===== config.mk =====
export PLATFORM = sky130hd
export DESIGN_NAME = mat_frobenius_scale
export DESIGN_NICKNAME = d
export VERILOG_FILES = /design/src/rtl/mat_frobenius_scale.sv
export SDC_FILE = /design/constraint.sdc
export NUM_CORES = 2
export LEC_CHECK = 0
export CAP_MARGIN = 20
export CORE_AREA = 2 2 565 567
export DETAILED_ROUTE_END_ITERATION = 10
export DIE_AREA = 0 0 567 569
export GPL_TIMING_DRIVEN = 1
export PLACE_DENSITY = 0.47
export SLEW_MARGIN = 20
export SYNTH_ARGS = -nofsm -noshare
export SYNTH_HDL_FRONTEND = slang
export SYNTH_SLANG_ARGS = --single-unit

===== constraint.sdc =====
create_clock -name clk -period 28.9 [get_ports clk]
set_input_delay 5.78 -clock clk [delete_from_list [all_inputs] [get_ports clk]]
set_output_delay 5.78 -clock clk [all_outputs]
set_load 0.005 [all_outputs]

===== src/rtl/mat_frobenius_scale.sv =====
// mat_frobenius_scale
// Produces the Frobenius norm of a SIZE_A x SIZE_B signed matrix. This value is
// the scale operand for scalar_divide_mat, and it is never zero.
//   clk        rising-edge clock
//   rst_n      asynchronous active-low reset
//   start      request, honoured only while idle
//   matrix     signed elements, captured on the accepting edge
//   scale      unsigned norm, held until the next result
//   done       one-cycle pulse when scale/flags are updated
//   busy       high from the accepting edge until the edge raising done
//   zero_flag  last sum of squares was zero (scale forced to 1)
//   sat_flag   last root exceeded N_BITS and was clipped
module mat_frobenius_scale #(
    parameter int SIZE_A = 8,
    parameter int SIZE_B = 8,
    parameter int N_BITS = 22
) (
    input  logic              clk,
    input  logic              rst_n,
    input  logic              start,
    input  logic [N_BITS-1:0] matrix [SIZE_A][SIZE_B],
    output logic [N_BITS-1:0] scale,
    output logic              done,
    output logic              busy,
    output logic              zero_flag,
    output logic              sat_flag
);

    localparam int NE    = SIZE_A * SIZE_B;
    localparam int ACC_W = 2 * N_BITS + $clog2(NE);
    localparam int SQ_W  = (ACC_W + 1) / 2;
    localparam int RAD_W = 2 * SQ_W;
    localparam int RW    = (SIZE_A > 1) ? $clog2(SIZE_A) : 1;
    localparam int CW    = (SIZE_B > 1) ? $clog2(SIZE_B) : 1;
    localparam int CNT_W = (SQ_W > 1) ? $clog2(SQ_W) : 1;
    localparam int MAX_W = ((SQ_W > N_BITS) ? SQ_W : N_BITS) + 1;

    localparam logic [1:0] S_IDLE  = 2'd0;
    localparam logic [1:0] S_ACCUM = 2'd1;
    localparam logic [1:0] S_SQRT  = 2'd2;
    localparam logic [1:0] S_DONE  = 2'd3;

    logic [1:0]          state;
    logic [N_BITS-1:0]   snap [SIZE_A][SIZE_B];
    logic [RW-1:0]       row;
    logic [CW-1:0]       col;
    logic [ACC_W-1:0]    acc;
    logic [RAD_W-1:0]    rad;
    logic [SQ_W+1:0]     rem;
    logic [SQ_W-1:0]     root;
    logic [CNT_W-1:0]    cnt;

    logic signed [N_BITS-1:0] elem;
    logic [2*N_BITS-1:0]      prod;
    logic [ACC_W-1:0]         acc_next;
    logic [SQ_W+1:0]          rem_sh;
    logic [SQ_W+1:0]          trial;
    logic                     ge;
    logic                     over;

    always_comb begin
        elem     = signed'(snap[row][col]);
        // The square of a signed value is non-negative, so it can be zero-extended.
        prod     = unsigned'((2*N_BITS)'(elem) * (2*N_BITS)'(elem));
        acc_next = acc + ACC_W'(prod);
        // Restoring root step: bring in the next two radicand bits and try root*4+1.
        rem_sh   = {rem[SQ_W-1:0], rad[RAD_W-1 -: 2]};
        trial    = {root, 2'b01};
        ge       = (rem_sh >= trial);
        over     = (MAX_W'(root) > MAX_W'({N_BITS{1'b1}}));
    end

    always_ff @(posedge clk or negedge rst_n) begin
        if (!rst_n) begin
            state     <= S_IDLE;
            snap      <= '{default: '0};
            row       <= '0;
            col       <= '0;
            acc       <= '0;
            rad       <= '0;
            rem       <= '0;
            root      <= '0;
            cnt       <= '0;
            scale     <= '0;
            done      <= 1'b0;
            busy      <= 1'b0;
            zero_flag <= 1'b0;
            sat_flag  <= 1'b0;
        end else begin
            done <= 1'b0;
            case (state)
                S_IDLE: begin
                    if (start) begin
                        snap  <= matrix;
                        acc   <= '0;
                        row   <= '0;
                        col   <= '0;
                        busy  <= 1'b1;
                        state <= S_ACCUM;
                    end
                end
                S_ACCUM: begin
                    acc <= acc_next;
                    if (col == CW'(SIZE_B - 1)) begin
                        col <= '0;
                        if (row == RW'(SIZE_A - 1)) begin
                            // The root shifts a separate copy of the sum, so acc
                            // stays intact for the zero test in DONE.
                            rad   <= RAD_W'(acc_next);
                            rem   <= '0;
                            root  <= '0;
                            cnt   <= '0;
                            state <= S_SQRT;
                        end else begin
                            row <= row + 1'b1;
                        end
                    end else begin
                        col <= col + 1'b1;
                    end
                end
                S_SQRT: begin
                    rad  <= {rad[RAD_W-3:0], 2'b00};
                    rem  <= ge ? (rem_sh - trial) : rem_sh;
                    root <= {root[SQ_W-2:0], ge};
                    cnt  <= cnt + 1'b1;
                    if (cnt == CNT_W'(SQ_W - 1))
                        state <= S_DONE;
                end
                S_DONE: begin
                    if (over) begin
                        scale     <= '1;
                        sat_flag  <= 1'b1;
                        zero_flag <= 1'b0;
                    end else if (acc == '0) begin
                        scale     <= N_BITS'(1);
                        sat_flag  <= 1'b0;
                        zero_flag <= 1'b1;
                    end else begin
                        scale     <= N_BITS'(root);
                        sat_flag  <= 1'b0;
                        zero_flag <= 1'b0;
                    end
                    done  <= 1'b1;
                    busy  <= 1'b0;
                    state <= S_IDLE;
                end
                default: state <= S_IDLE;
            endcase
        end
    end

endmodule


======== Word level (Yosys, flattened, before mapping) ========
Index checks and enable logic that the tools add are counted.
word-level totals
  output and inout bits ................... 26
  register bits after elaboration ......... 1597
  word-level logic and storage cells ...... 151
  input port bits ......................... 1411
cells by class
  bitwise gates (word level) .............. 2
  mux-type cells .......................... 40
  equal/unequal tests ..................... 11
  reduce and logical (&&, ||, !) cells .... 11
  multiply operators ...................... 1
  order comparisons ....................... 4
  add/sub/neg operators ................... 5
operators with widths
  cell                    number
  $bmux W176 S3           1
  $mux W176               2
  $pmux W50 S2            2
  $mux W50                3
  $mux W25                5
  $pmux W25 S2            2
  $mux W22                4
  $bmux W22 S3            1
  $add A50 B44 Y50        1
  $logic_not A50 Y1       1
  $mul A22 B22 Y44        1
  $ge A27 B27 Y1          1
  $gt A25 B22 Y1 const B  1
  $sub A25 B25 Y25        1
  $mux W3                 4
  $pmux W3 S2             2
  $mux W5                 2
  $ne A2 B2 Y1 const B    5
  $pmux W5 S2             1
  $ge A4 B4 Y1 const B    2
  $mux W2                 4
  $not A3 Y4              2
  $pmux W2 S4             1
  $reduce_and A4 Y1       2
  12 further kinds        23

======== Longest topological paths before layout ========
  depth in word-level cells ............... 12
  depth in mapped cells ................... 51
  depth with buffers taken out ............ 43

======== Least setup slack after synthesis ========
OpenSTA, ideal clock, no wires.
  path kind ............................... reg-to-reg
  start ................................... reg row[1]
  end ..................................... reg acc[49]
  stages on the path, launching flop included .. 42
  arrival ................................. 10.663 ns
  library setup time ...................... 0.141 ns
  path slack .............................. 18.096 ns
  path buffers ............................ 6
  period minus slack after synthesis ...... 10.804 ns
  data required time ...................... 28.759 ns
  cell sequence ........................... dfrtp_1 > buf_2 > buf_2 > clkbuf_1 > clkbuf_1 > mux4_2 > mux4_2 > mux4_2 > buf_2 > and2_1 > fa_1 > inv_1 > fa_1 > inv_1 > fa_1 > fa_1 > fa_1 > fa_1 > [6 not listed] > a21oi_1 > o211ai_1 > a22oi_1 > o21ai_0 > a21o_1 > a21oi_1 > xnor2_1 > ha_1 > a21o_1 > a21oi_1 > nand2_1 > nor4_1 > nor3_1 > a31oi_1 > o21ai_1 > clkbuf_1 > a41oi_1 > a31oi_1
on the way
  cells in the longest elaborated chain, start to end .. 10
ends and longest elaborated chain
  what                                           line  source
  start: declaration                             45    logic [RW-1:0] row;
  start signal: assignment                       115   row <= row + 1'b1;
  $not A3 Y4 (implied by the code)               62    elem = signed'(snap[row][col]);
  $bmux W176 S3                                  62
  $mux W176 (implied by the code) (2 in series)  62
  $bmux W22 S3                                   62
  $mux W22 (implied by the code) (2 in series)   62
  $mul A22 B22 Y44                               64    prod = unsigned'((2*N_BITS)'(elem) * (2*N_BITS)'(elem));
  $add A50 B44 Y50                               65    acc_next = acc + ACC_W'(prod);
  $pmux W50 S2                                   91    case (state)
  end signal: assignment                         103   acc <= acc_next;
  end: declaration                               47    logic [ACC_W-1:0] acc;
No other way between the ends. The select of a mux whose other input is x is not followed.
A chain may end at the register's enable or synchronous reset.

======== Worst setup path in the final report ========
  start ................................... reg row[0]
  end ..................................... reg acc[49]
The elaborated chain is that of the path after synthesis.

==> flow_summary.yaml <==
timing:
  tns_ns: 0
  rsz0062_at_grt: "no"
  fmax_mhz: 65.9
  fin_ws_ns: 13.73
  period_share_pct: 52.5
  final-setup-viol-count: 0
  finalWorstPathRequiredPeriod_ns: 15.17
  slew_viol_final: 0
  timing_worst_slew_pin_value_ns: 1.19
  finalHoldViolCount: 0
  worst_clock_skew_ns: 0.108
  slew_headroom_pct: 20.6
clocking:
  hold_buffers: 0
  sinks_on_the_clock_net: 1597
  postCtsSetupRepairBufs: 0
  htreeDepth: 4
  deepest_clock_path_buffer_count: 4
  cts_made_buffers: 193
  post_cts_resized: 0
  clkSlewWorstSetupHoldPaths_ns: 0.06
  worst_skew_pair.late_latency_ns: 0.92
  root_buffer: "sky130_fd_sc_hd__clkbuf_16"
  cts_tree: "built"
floorplan:
  num_io_pins: 1437
  die_width_um: 567
  die_h_um: 569
  dieArea_um2: 323000
  core.rowCount: 207
  initial_utilization_pct: 28.8
  area_of_the_placeable_core_um2: 317000
synthesis:
  synth-seq-area-share_pct: 43.7
  post-synth-top-area-fraction_pct: 43.7
  synth_cells: 9642
  synthTopCellsByArea: "sky130_fd_sc_hd__dfrtp_1 44%, sky130_fd_sc_hd__nand2_1 19%, sky130_fd_sc_hd__mux4_2 11%, sky130_fd_sc_hd__fa_1 10%, sky130_fd_sc_hd__ha_1 3.1%"
  synth_area_per_cell_um2: 9.48
  most_instantiated_flip_flop_cell_in_the_synthesis_netlist: "sky130_fd_sc_hd__dfrtp_1"
  synthMostInstantiatedCell: "sky130_fd_sc_hd__nand2_1"
  synth_fp_nets: 11700
  synth_area_leader_cell: "sky130_fd_sc_hd__dfrtp_1"
  async_reset_ff_share_pct: 100
  synth-edff-count: 0
  netlist_area_um2: 91400
  post_synth_most_frequent_cells: "4539 x sky130_fd_sc_hd__nand2_1, 1597 x sky130_fd_sc_hd__dfrtp_1, 642 x sky130_fd_sc_hd__inv_1"
  yosys.cell_types.count: 74
  ys_warn_count: 0
  yosys_register_bits: 1597
routing:
  drt-pass1-iter-count: 6
  post_drt_wl_per_cell_um: 29.8
  avgViaCountPerCell: 4.98
  drc_errors: 0
  drt_iter0_markers: 6972
  dr_total_vias: 76000
  finalWirelength_um: 455000
  postRouteAntennaNets: 0
setup_path:
  path_max_fanout: 92
  critical-path-slowest-cell: "sky130_fd_sc_hd__mux4_2"
  cp-startpoint: "row[0]"
  cp-start-kind: "flip-flop"
  max_stage_delay_ns: 0.83
  critical-path-top-cell-by-count: "sky130_fd_sc_hd__fa_1"
  worst_r2r_startpoint: "row[0]"
  setup.worst_path.end_class: "flip-flop"
  cp_data_required_time_ns: 29.67
  reg2regPathDepth: 39
  worstPathArrival_ns: 15.94
  crit_type: "flip-flop to flip-flop"
flow_run:
  drv.max_cap_violation_count: 0
grt:
  globalRouteOverflowTotal: 0
  antenna_found_initial: 269
  grt_pass1_wl_um: 625000
  grt_max_degree: 207
  gr-usage-all-layers_pct: 27.7
  number_of_global_route_vias_before_repair: 78300
layout:
  fin_util_pct: 36.7
  final_layout_size_suffix_gt1_share_pct: 8.15
  num-nets-final: 12900
  layout_stage_area_growth_over_the_synthesis_result_pct: 27.1
placed_design:
  dpl.hpwl_um: 365000
  buffer_ports.inserted: 1436
  globalplace.congestion: 0.960
  post-place-ws_ns: 13.53
hold_path:
  min-delay-path-class: "flip-flop to flip-flop"
  worst_hold_path_cells: 2
  holdCritStartpoint: "snap[51]"
run_status:
  outcome: "finished, final reports clean"
stage by stage:
| step | hold slack, ns | cells | area, um^2 |
|---|---|---|---|
| after floorplan | 0.440 | 9642 | 91400 |
| after global placement | 0.452 | 14800 | 109000 |
| after detailed placement | 0.458 | 14800 | 110000 |
| after CTS | 0.472 | 15200 | 116000 |
| after global routing | 0.481 | 15200 | 116000 |
| final | 0.470 | 15300 | 116000 |
logic make-up (layout without fill, tap and decap cells):
| family | Yosys count | count (layout) | share of synthesized area, % |
|---|---|---|---|
| AND/OR/NAND/NOR | 4985 | 4985 | 21.2 |
| flip-flops | 1597 | 1597 | 43.7 |
| buffers and inverters | 1193 | 2527 | 5.22 |
| adder cells (fa/ha/maj) | 687 | 687 | 13.2 |
| AO/OA/AOI/OAI | 585 | 585 | 3.97 |
| multiplexers | 488 | 488 | 11.7 |
| XOR/XNOR | 107 | 107 | 1.03 |
| other | 0 | 101 | 0 |
worst max-delay path: cells and delay by family, from the launching register on:
kind	cells	cell delay, ns
mux	3	2.07
buf+inv	8	2.92
xor+xnor	1	0.16
flops	1	0.80
simple gates	4	1.08
fa+ha+maj	9	4.27
compound gates	14	3.52
layout make-up:
| cell class | instances | area (um^2) |
|---|---|---|
| clock inverter | 65 | 785 |
| fill | 32100 | 201000 |
| antenna | 101 | 253 |
| timing repair buffer | 1522 | 15200 |
| multi-input combinational | 6852 | 46700 |
| tap | 4180 | 5230 |
| inverter | 656 | 2460 |
| clock buffer | 284 | 5590 |
| sequential | 1597 | 40000 |
placed cells by master, fill, tap and decap left out, types with 50 or more instances in the layout:
cell type,count
sky130_fd_sc_hd__xnor2_1,76
sky130_fd_sc_hd__clkbuf_1,50
sky130_fd_sc_hd__mux4_2,461
sky130_fd_sc_hd__nor2_1,150
sky130_fd_sc_hd__dfrtp_1,1591
sky130_fd_sc_hd__ha_1,228
sky130_fd_sc_hd__nand3_1,60
sky130_fd_sc_hd__clkdlybuf4s50_1,1435
sky130_fd_sc_hd__a21o_1,63
sky130_fd_sc_hd__clkbuf_16,194
sky130_fd_sc_hd__a21oi_1,153
sky130_fd_sc_hd__fa_1,458
sky130_fd_sc_hd__diode_2,101
sky130_fd_sc_hd__nand2_1,4538
sky130_fd_sc_hd__buf_4,74
sky130_fd_sc_hd__inv_1,642
sky130_fd_sc_hd__and2_1,54
sky130_fd_sc_hd__o21ai_0,174
per-layer routing:
metal  GRT usage [%]  routed length [um]
met1            35.1              186000
met2            44.6              215000
met3            6.43               30800
met4            13.3               22200
met5               0                 965
final timing paths:
kind,to,slack (ns)
max reg2reg,acc[49],13.73
max in group asynchronous,snap[1056],19.37
min,snap[51],0.47
min in group asynchronous,scale[10],4.87
max,acc[49],13.73
min reg2reg,snap[51],0.47
state kept, by name, summed over array words and instances, names as in the netlist, 2 cells and up:
signal,count
acc,50
cnt,5
col,3
rad,50
rem,25
root,25
row,3
scale,22
snap,1408
state,2
Power is not shown: default switching activity piles up to over one toggle a cycle in this logic, so the estimate is an artifact.
